$ cat src/rtl/digital_lock_system.sv
// ============================================================================
// digital_lock_system : keypad lock matching a 4-nibble code, timed unlock,
//                       and a timed lockout after repeated wrong digits.
// Revision: 1.0
// ============================================================================
`default_nettype none

module digital_lock_system #(
    parameter logic [15:0] CODE           = 16'hA5C3,
    parameter int          MAX_FAIL       = 3,
    parameter int          UNLOCK_CYCLES  = 8,
    parameter int          LOCKOUT_CYCLES = 16
) (
    input  logic       clk,
    input  logic       rst,
    input  logic       in_valid,
    input  logic [3:0] in_seq,
    output logic [3:0] unlock,
    output logic [1:0] progress,
    output logic       lockout
);

    // The timer holds "cycles remaining minus one", so it needs clog2(max) bits.
    localparam int c_TMAX = (UNLOCK_CYCLES > LOCKOUT_CYCLES) ? UNLOCK_CYCLES : LOCKOUT_CYCLES;
    localparam int c_TW   = (c_TMAX > 1) ? $clog2(c_TMAX) : 1;

    localparam logic [c_TW-1:0] c_UNLOCK_LOAD  = c_TW'(UNLOCK_CYCLES - 1);
    localparam logic [c_TW-1:0] c_LOCKOUT_LOAD = c_TW'(LOCKOUT_CYCLES - 1);
    localparam logic [3:0]      c_MAX_FAIL     = 4'(MAX_FAIL);

    typedef enum logic [2:0] {
        IDLE = 3'd0,
        D1   = 3'd1,
        D2   = 3'd2,
        D3   = 3'd3,
        OPEN = 3'd4,
        LOCK = 3'd5
    } state_t;

    state_t            state_q, state_d;
    logic [3:0]        fail_q, fail_d;
    logic [c_TW-1:0]   timer_q, timer_d;
    logic [3:0]        unlock_q, unlock_d;
    logic [1:0]        progress_q, progress_d;
    logic              lockout_q, lockout_d;

    logic [3:0]        w_expected;
    logic [3:0]        w_fail_inc;

    assign w_fail_inc = fail_q + 4'd1;

    always_comb begin
        w_expected = CODE[15:12];
        case (state_q)
            D1:      w_expected = CODE[11:8];
            D2:      w_expected = CODE[7:4];
            D3:      w_expected = CODE[3:0];
            default: w_expected = CODE[15:12];
        endcase
    end

    always_comb begin
        state_d = state_q;
        fail_d  = fail_q;
        timer_d = timer_q;
        case (state_q)
            IDLE, D1, D2, D3: begin
                if (in_valid) begin
                    if (in_seq == w_expected) begin
                        case (state_q)
                            IDLE: state_d = D1;
                            D1:   state_d = D2;
                            D2:   state_d = D3;
                            default: begin
                                state_d = OPEN;
                                timer_d = c_UNLOCK_LOAD;
                                fail_d  = 4'd0;
                            end
                        endcase
                    end else begin
                        // The mismatching digit is consumed here, never retried as digit 1.
                        fail_d = w_fail_inc;
                        if (w_fail_inc == c_MAX_FAIL) begin
                            state_d = LOCK;
                            timer_d = c_LOCKOUT_LOAD;
                        end else begin
                            state_d = IDLE;
                        end
                    end
                end
            end
            OPEN: begin
                if (timer_q == '0) begin
                    state_d = IDLE;
                end else begin
                    timer_d = timer_q - 1'b1;
                end
            end
            LOCK: begin
                if (timer_q == '0) begin
                    state_d = IDLE;
                    fail_d  = 4'd0;
                end else begin
                    timer_d = timer_q - 1'b1;
                end
            end
            default: begin
                state_d = IDLE;
                fail_d  = 4'd0;
                timer_d = '0;
            end
        endcase
    end

    // Outputs are registered from the next state so they line up with state_q.
    always_comb begin
        unlock_d   = 4'h0;
        progress_d = 2'd0;
        lockout_d  = 1'b0;
        case (state_d)
            D1:      progress_d = 2'd1;
            D2:      progress_d = 2'd2;
            D3:      progress_d = 2'd3;
            OPEN:    unlock_d   = 4'hF;
            LOCK:    lockout_d  = 1'b1;
            default: progress_d = 2'd0;
        endcase
    end

    always_ff @(posedge clk or posedge rst) begin
        if (rst) begin
            state_q    <= IDLE;
            fail_q     <= 4'd0;
            timer_q    <= '0;
            unlock_q   <= 4'h0;
            progress_q <= 2'd0;
            lockout_q  <= 1'b0;
        end else begin
            state_q    <= state_d;
            fail_q     <= fail_d;
            timer_q    <= timer_d;
            unlock_q   <= unlock_d;
            progress_q <= progress_d;
            lockout_q  <= lockout_d;
        end
    end

    assign unlock   = unlock_q;
    assign progress = progress_q;
    assign lockout  = lockout_q;

endmodule

`default_nettype wire

$ cat config.mk
export PLATFORM = sky130hd
export DESIGN_NAME = digital_lock_system
export DESIGN_NICKNAME = d
export VERILOG_FILES = /design/src/rtl/digital_lock_system.sv
export SDC_FILE = /design/constraint.sdc
export NUM_CORES = 1
export LEC_CHECK = 0
export CORE_MARGIN = 3
export CORE_UTILIZATION = 55
export CTS_CLUSTER_SIZE = 12
export DETAILED_ROUTE_END_ITERATION = 12
export PLACE_DENSITY = 0.82
export SETUP_SLACK_MARGIN = 0.05
export SLEW_MARGIN = 40
export SYNTH_ARGS = -nofsm -noshare
export SYNTH_HDL_FRONTEND = slang
export SYNTH_SLANG_ARGS = --single-unit
$ cat constraint.sdc
create_clock -name clk -period 3.8 [get_ports clk]
set_input_delay 0.76 -clock clk [delete_from_list [all_inputs] [get_ports clk]]
set_output_delay 0.76 -clock clk [all_outputs]
set_load 0.03 [all_outputs]
======== Word level (Yosys, flattened, before mapping) ========
Cells that the tools add are included.
storage, ports and cells
  bits in registers ....................... 18
  bits in latches ......................... 0
  bits in writable memories ............... 0
  memory bits (read-only) ................. 0
  output and inout bits ................... 7
  word-level logic and storage cells ...... 54
  memories ................................ 0
operators by class
  add/subtract/negate cells ............... 2
  multiply operators ...................... 0
  div/mod/pow operators ................... 0
  magnitude comparators ................... 0
  eq/ne operators ......................... 17
  shift-type cells ........................ 0
  multiplexer cells ....................... 21
  bitwise gates (word level) .............. 1
  reduce and logical (&&, ||, !) cells .... 7
operator list
  kind                                                                    number
  4-bit two-way mux                                                       10
  4-bit one-hot mux with 3 select lines                                   2
  3-bit by 2-bit equality test with 1-bit output (second input constant)  4
  3-bit equality test (second input constant)                             4
  3-bit two-way mux                                                       4
  3-bit one-hot mux with 3 select lines                                   1
  4-bit one-hot mux with 2 select lines                                   1
  4-bit AND reduction                                                     2
  3-bit by 1-bit equality test with 1-bit output (second input constant)  2
  2-bit != test (second input constant)                                   3
  3-bit != test (second input constant)                                   2
  2-bit one-hot mux with 3 select lines                                   1
  3-bit one-hot mux with 2 select lines                                   1
  4-bit by 1-bit adder with 4-bit output (second input constant)          1
  4-bit by 2-bit equality test with 1-bit output (second input constant)  1
  4-bit equality test                                                     1
  4-bit logical NOT                                                       1
  4-bit OR reduction                                                      1
  4-bit by 1-bit subtractor with 4-bit output (second input constant)     1
  3-bit logical NOT                                                       1
  3-bit OR reduction                                                      1
  2-bit OR reduction                                                      1
  1-bit two-way mux                                                       1
  1-bit NOT                                                               1

======== Depth between registers and ports, before layout ========
  depth after elaboration ................. 8
  gate-level depth with buffers ........... 7

======== Least setup slack after synthesis ========
Ideal clock, no wire load.
  path kind ............................... in2reg
  start point ............................. input port in_seq[0]
  end point ............................... register timer_q[0]
  setup time .............................. 0.125 ns
  data arrival time ....................... 2.022 ns
  data required time ...................... 3.675 ns
  path slack .............................. 1.653 ns
  stages .................................. 5
  buffers on the path ..................... 0
  cell sequence ........................... nor4bb_1 > a21oi_2 > or3_4 > o211ai_2 > mux2_2
on the way
  longest elaborated chain between the ends .. 4
  elaborated cells on any way between the ends .. 7
RTL lines
  element                                line  text
  start: declaration                     17    input logic [3:0] in_seq,
  4-bit equality test *                  69    if (in_seq == w_expected) begin
  4-bit two-way mux                      69
  4-bit two-way mux                      68    if (in_valid) begin
  4-bit one-hot mux with 2 select lines  66    case (state_q)
  end signal: assignment                 141   timer_q <= timer_d;
  end: declaration                       42    logic [c_TW-1:0] timer_q, timer_d;
Mark *: on every way between the ends. The rest lies on a longest branch, timed or not. The select of a mux whose other input is x is not followed.
A chain may end at the register's enable or synchronous reset.

======== Worst setup path after layout ========
  start point ............................. input port in_seq[0]
  end point ............................... register state_q[2]
on the way
  longest elaborated chain between the ends .. 4
RTL lines
  element                                line  text
  4-bit equality test                    69
  3-bit two-way mux                      69
  3-bit two-way mux                      68
  3-bit one-hot mux with 2 select lines  66
  via state_d[2]                         40    state_t state_q, state_d;
  end signal: assignment                 139   state_q <= state_d;
  end: declaration                       40
The timed path passes the listed nets, and every way through them passes these cells.

==> results.md <==
- Status: completed
- Die width: 49.74 µm
- Crit path cell chain: clkdlybuf4s50_1 -> nor4bb_1 -> a21oi_2 -> a2111oi_4 -> mux2_2 -> a21o_1
- Worst path max stage delay: 0.48 ns
- # clock sinks: 15
- Post-synth EDFFs: 0
- Fin crit share: 64.78%
- Core area: 1764 µm²
- PwrDens: 729.5 nW/µm²
- TritonCTS clock tree: yes
- Number of placement rows: 15
- # hold bufs at CTS: 0
- Synth Area per Inst: 9.834 µm²
- DP Worst Slack: 1.044 ns
- Multi-input gate area in the final layout: 606.8 µm²
- DR vias/cell: 5.894
- Layout cells sized above 1: 12.82%
- Reg2Reg Setup Slack: 1.66 ns
- Register area: 375.4 µm²
- Worst Path Arrival: 2.64 ns
- Total setup buffers inserted after CTS: 0
- Sequential fraction of the synthesis area: 35.67%
- Synthesized Nets: 118
- Critical path class: in -> reg
- Ports: 14
- Total chip power: 0.8708 mW
- Pleak: 0.5104 nW
- Area contributors post-synth: dfrtp_1, ha_1, nor2_1
- # DRC: 0
- Adder-cell area share of the yosys netlist: 4.756%
- Max Fclk: 406.3 MHz
- Aggregate global routing overflow: 0
- CTS Buffer Depth: 2
- Mapped cell area: 1052 µm²
- Routed Antenna Nets: 0
- Cell variety after synth: 44
- Post-synth top flop: dfrtp_1
- 1st-pass router iterations: 4
- Global router's overall resource usage: 18.11%
- Root buf cell: clkbuf_4
- Setup TNS: 0 ns
- Vert. Die Dim: 49.74 µm
- Placed Area: 1166 µm²
- Largest net degree at the start of global routing: 20
- Via count: 837
- Tmin final: 2.461 ns
- Worst VDD drop: 485.4 µV
- Max-slew violations: 0
- CP top delay family: compound AO/OA/AOI/OAI gates
- Final Cell Area: 1194 µm²
- Crit path max-delay cell type: clkdlybuf4s50_1
- Worst-margin pin slew: 0.6651 ns
- Clk_lat worst skew: 0.28 ns
- CP Launch Type: input port
- Setup ws final: 1.339 ns
- Clock transition at path regs: 0.09 ns
- Max_cap viols: 0
- Routed len/inst: 13.49 µm
- Placer Congestion: 0.7969
- Simple-gate share of the synthesized area: 19.38%
- WL final: 1.915 mm
- Post-synthesis compound-gate area fraction: 25.92%
- Hold slack: 0.5667 ns
- Ys async rst share: 100.0%
- Dpl hpwl: 1.452 mm
- CTS H-tree lvls: 1
- PortBufs: 13
- Largest family of logic cells by synthesized area: compound AO/OA/AOI/OAI gates
- Die footprint: 2474 µm²
- Final-stage net count: 129
- Setup Skew: 0.003432 ns
- Crit Path Max Fanout: 5
- Worst EP required: 3.98 ns
- N_diodes: 0
- CTS buffer count: 3
- Number of global-route vias before repair: 785
- Synth Area in XOR/XNOR: 3.448%
- CP endpoint kind: flip-flop
- Hold crit path type: reg -> reg
- Synth top area share: 35.67%
- Mux share of post-synthesis cell area: 4.162%
- Initial Util: 59.65%
- #FFs+latches synth: 15
- RSZ-0062 raised after global routing: false
- Syn. warnings: 0
- Initial antenna violation count: 0
- Hold Vio Cnt, Final: 0
- Synthesized instance count: 107
- Synth area leader: dfrtp_1
- 1st-iter DRT viols: 13
- Layout area overhead: 13.44%
- Final Setup Violations: 0
- Worst Path Buf+Inv: 1
- First-pass GRT wire length: 3.512 mm
- Layout fillers: 154
- Slew headroom: 55.52%
- Cts repair resizes: 0
## through the flow
| step | instances | util, % |
|---|---|---|
| 2_1_floorplan | 107 | - |
| 3_3_place_gp | 138 | 66.10 |
| 3_5_place_dp | 138 | 66.10 |
| 4_1_cts | 142 | 67.66 |
| 5_1_grt | 142 | 67.66 |
| 6_report | 142 | 67.66 |
## worst paths after layout
check,startpoint,end,cells after the start
max,in_seq[0],state_q[2],6
min,timer_q[1],timer_q[1],1
max reg2reg,state_q[2],state_q[2],5
min reg2reg,timer_q[1],timer_q[1],1
max in group asynchronous,rst,state_q[2],2
min in group asynchronous,rst,fail_q[3],2
## flip-flops by register name, summed over array words and instances, names as in the netlist
signal	flops
fail_q	4
unlock	1
state_q	3
progress	2
timer_q	4
lockout	1
## synth_stat cells, types with 2 or more instances
library cell  number
dfrtp_1           15
nor2_1            11
inv_1              6
a21o_1             5
nor2b_1            5
ha_1               4
nand2_1            4
a211o_1            3
a21oi_1            3
buf_4              3
mux2_2             3
nor3_1             3
nor3b_1            3
a31oi_1            2
buf_2              2
nand3_1            2
o211ai_1           2
o21a_1             2
o21ai_0            2
o2bb2ai_1          2
or2b_1             2
## cell families after synthesis
kind of cell,after synthesis
AOI/OAI and AO/OA,32
muxes,4
and+or+nand+nor,37
DFF,15
buffers and inverters,13
adders and majority gates,4
xor gates and xnor gates,2
## power by group
part / switching, mW / total, mW / internal (mW)
clock: 0.0508 / 0.0899 / 0.0391
sequential: 0.0987 / 0.319 / 0.220
combinational: 0.240 / 0.462 / 0.222
total: 0.390 / 0.871 / 0.481
## metal layers
metal | track usage, % | wire, µm
met1 | 22.71 | 790
met2 | 29.96 | 950
met3 | 4.230 | 140
met4 | 6.912 | 34
met5 | 0 | 0
## placed cells by master (no fill, tap or decap), drive strengths merged, types with 3 or more instances in the layout
master,netlist,final
a21oi,4,4
a211o,3,3
ha,4,4
dfrtp,15,15
nor2b,5,5
clkbuf,1,3
nor3b,3,3
inv,6,6
clkdlybuf4s50,0,13
a21o,5,5
nor3,3,3
o211ai,3,3
o21ai,3,3
nor2,12,12
mux2,3,3
nand2,4,4
## final cells by class
class / count / area share, %
multi-input combinational: 79 / 50.84
sequential: 15 / 31.45
timing repair buffer: 13 / 10.90
tap: 25 / 2.621
clock buffer: 3 / 1.887
inverter: 6 / 1.887
clock inverter: 1 / 0.4193
Note: power is estimated with default switching activity, not from simulation.
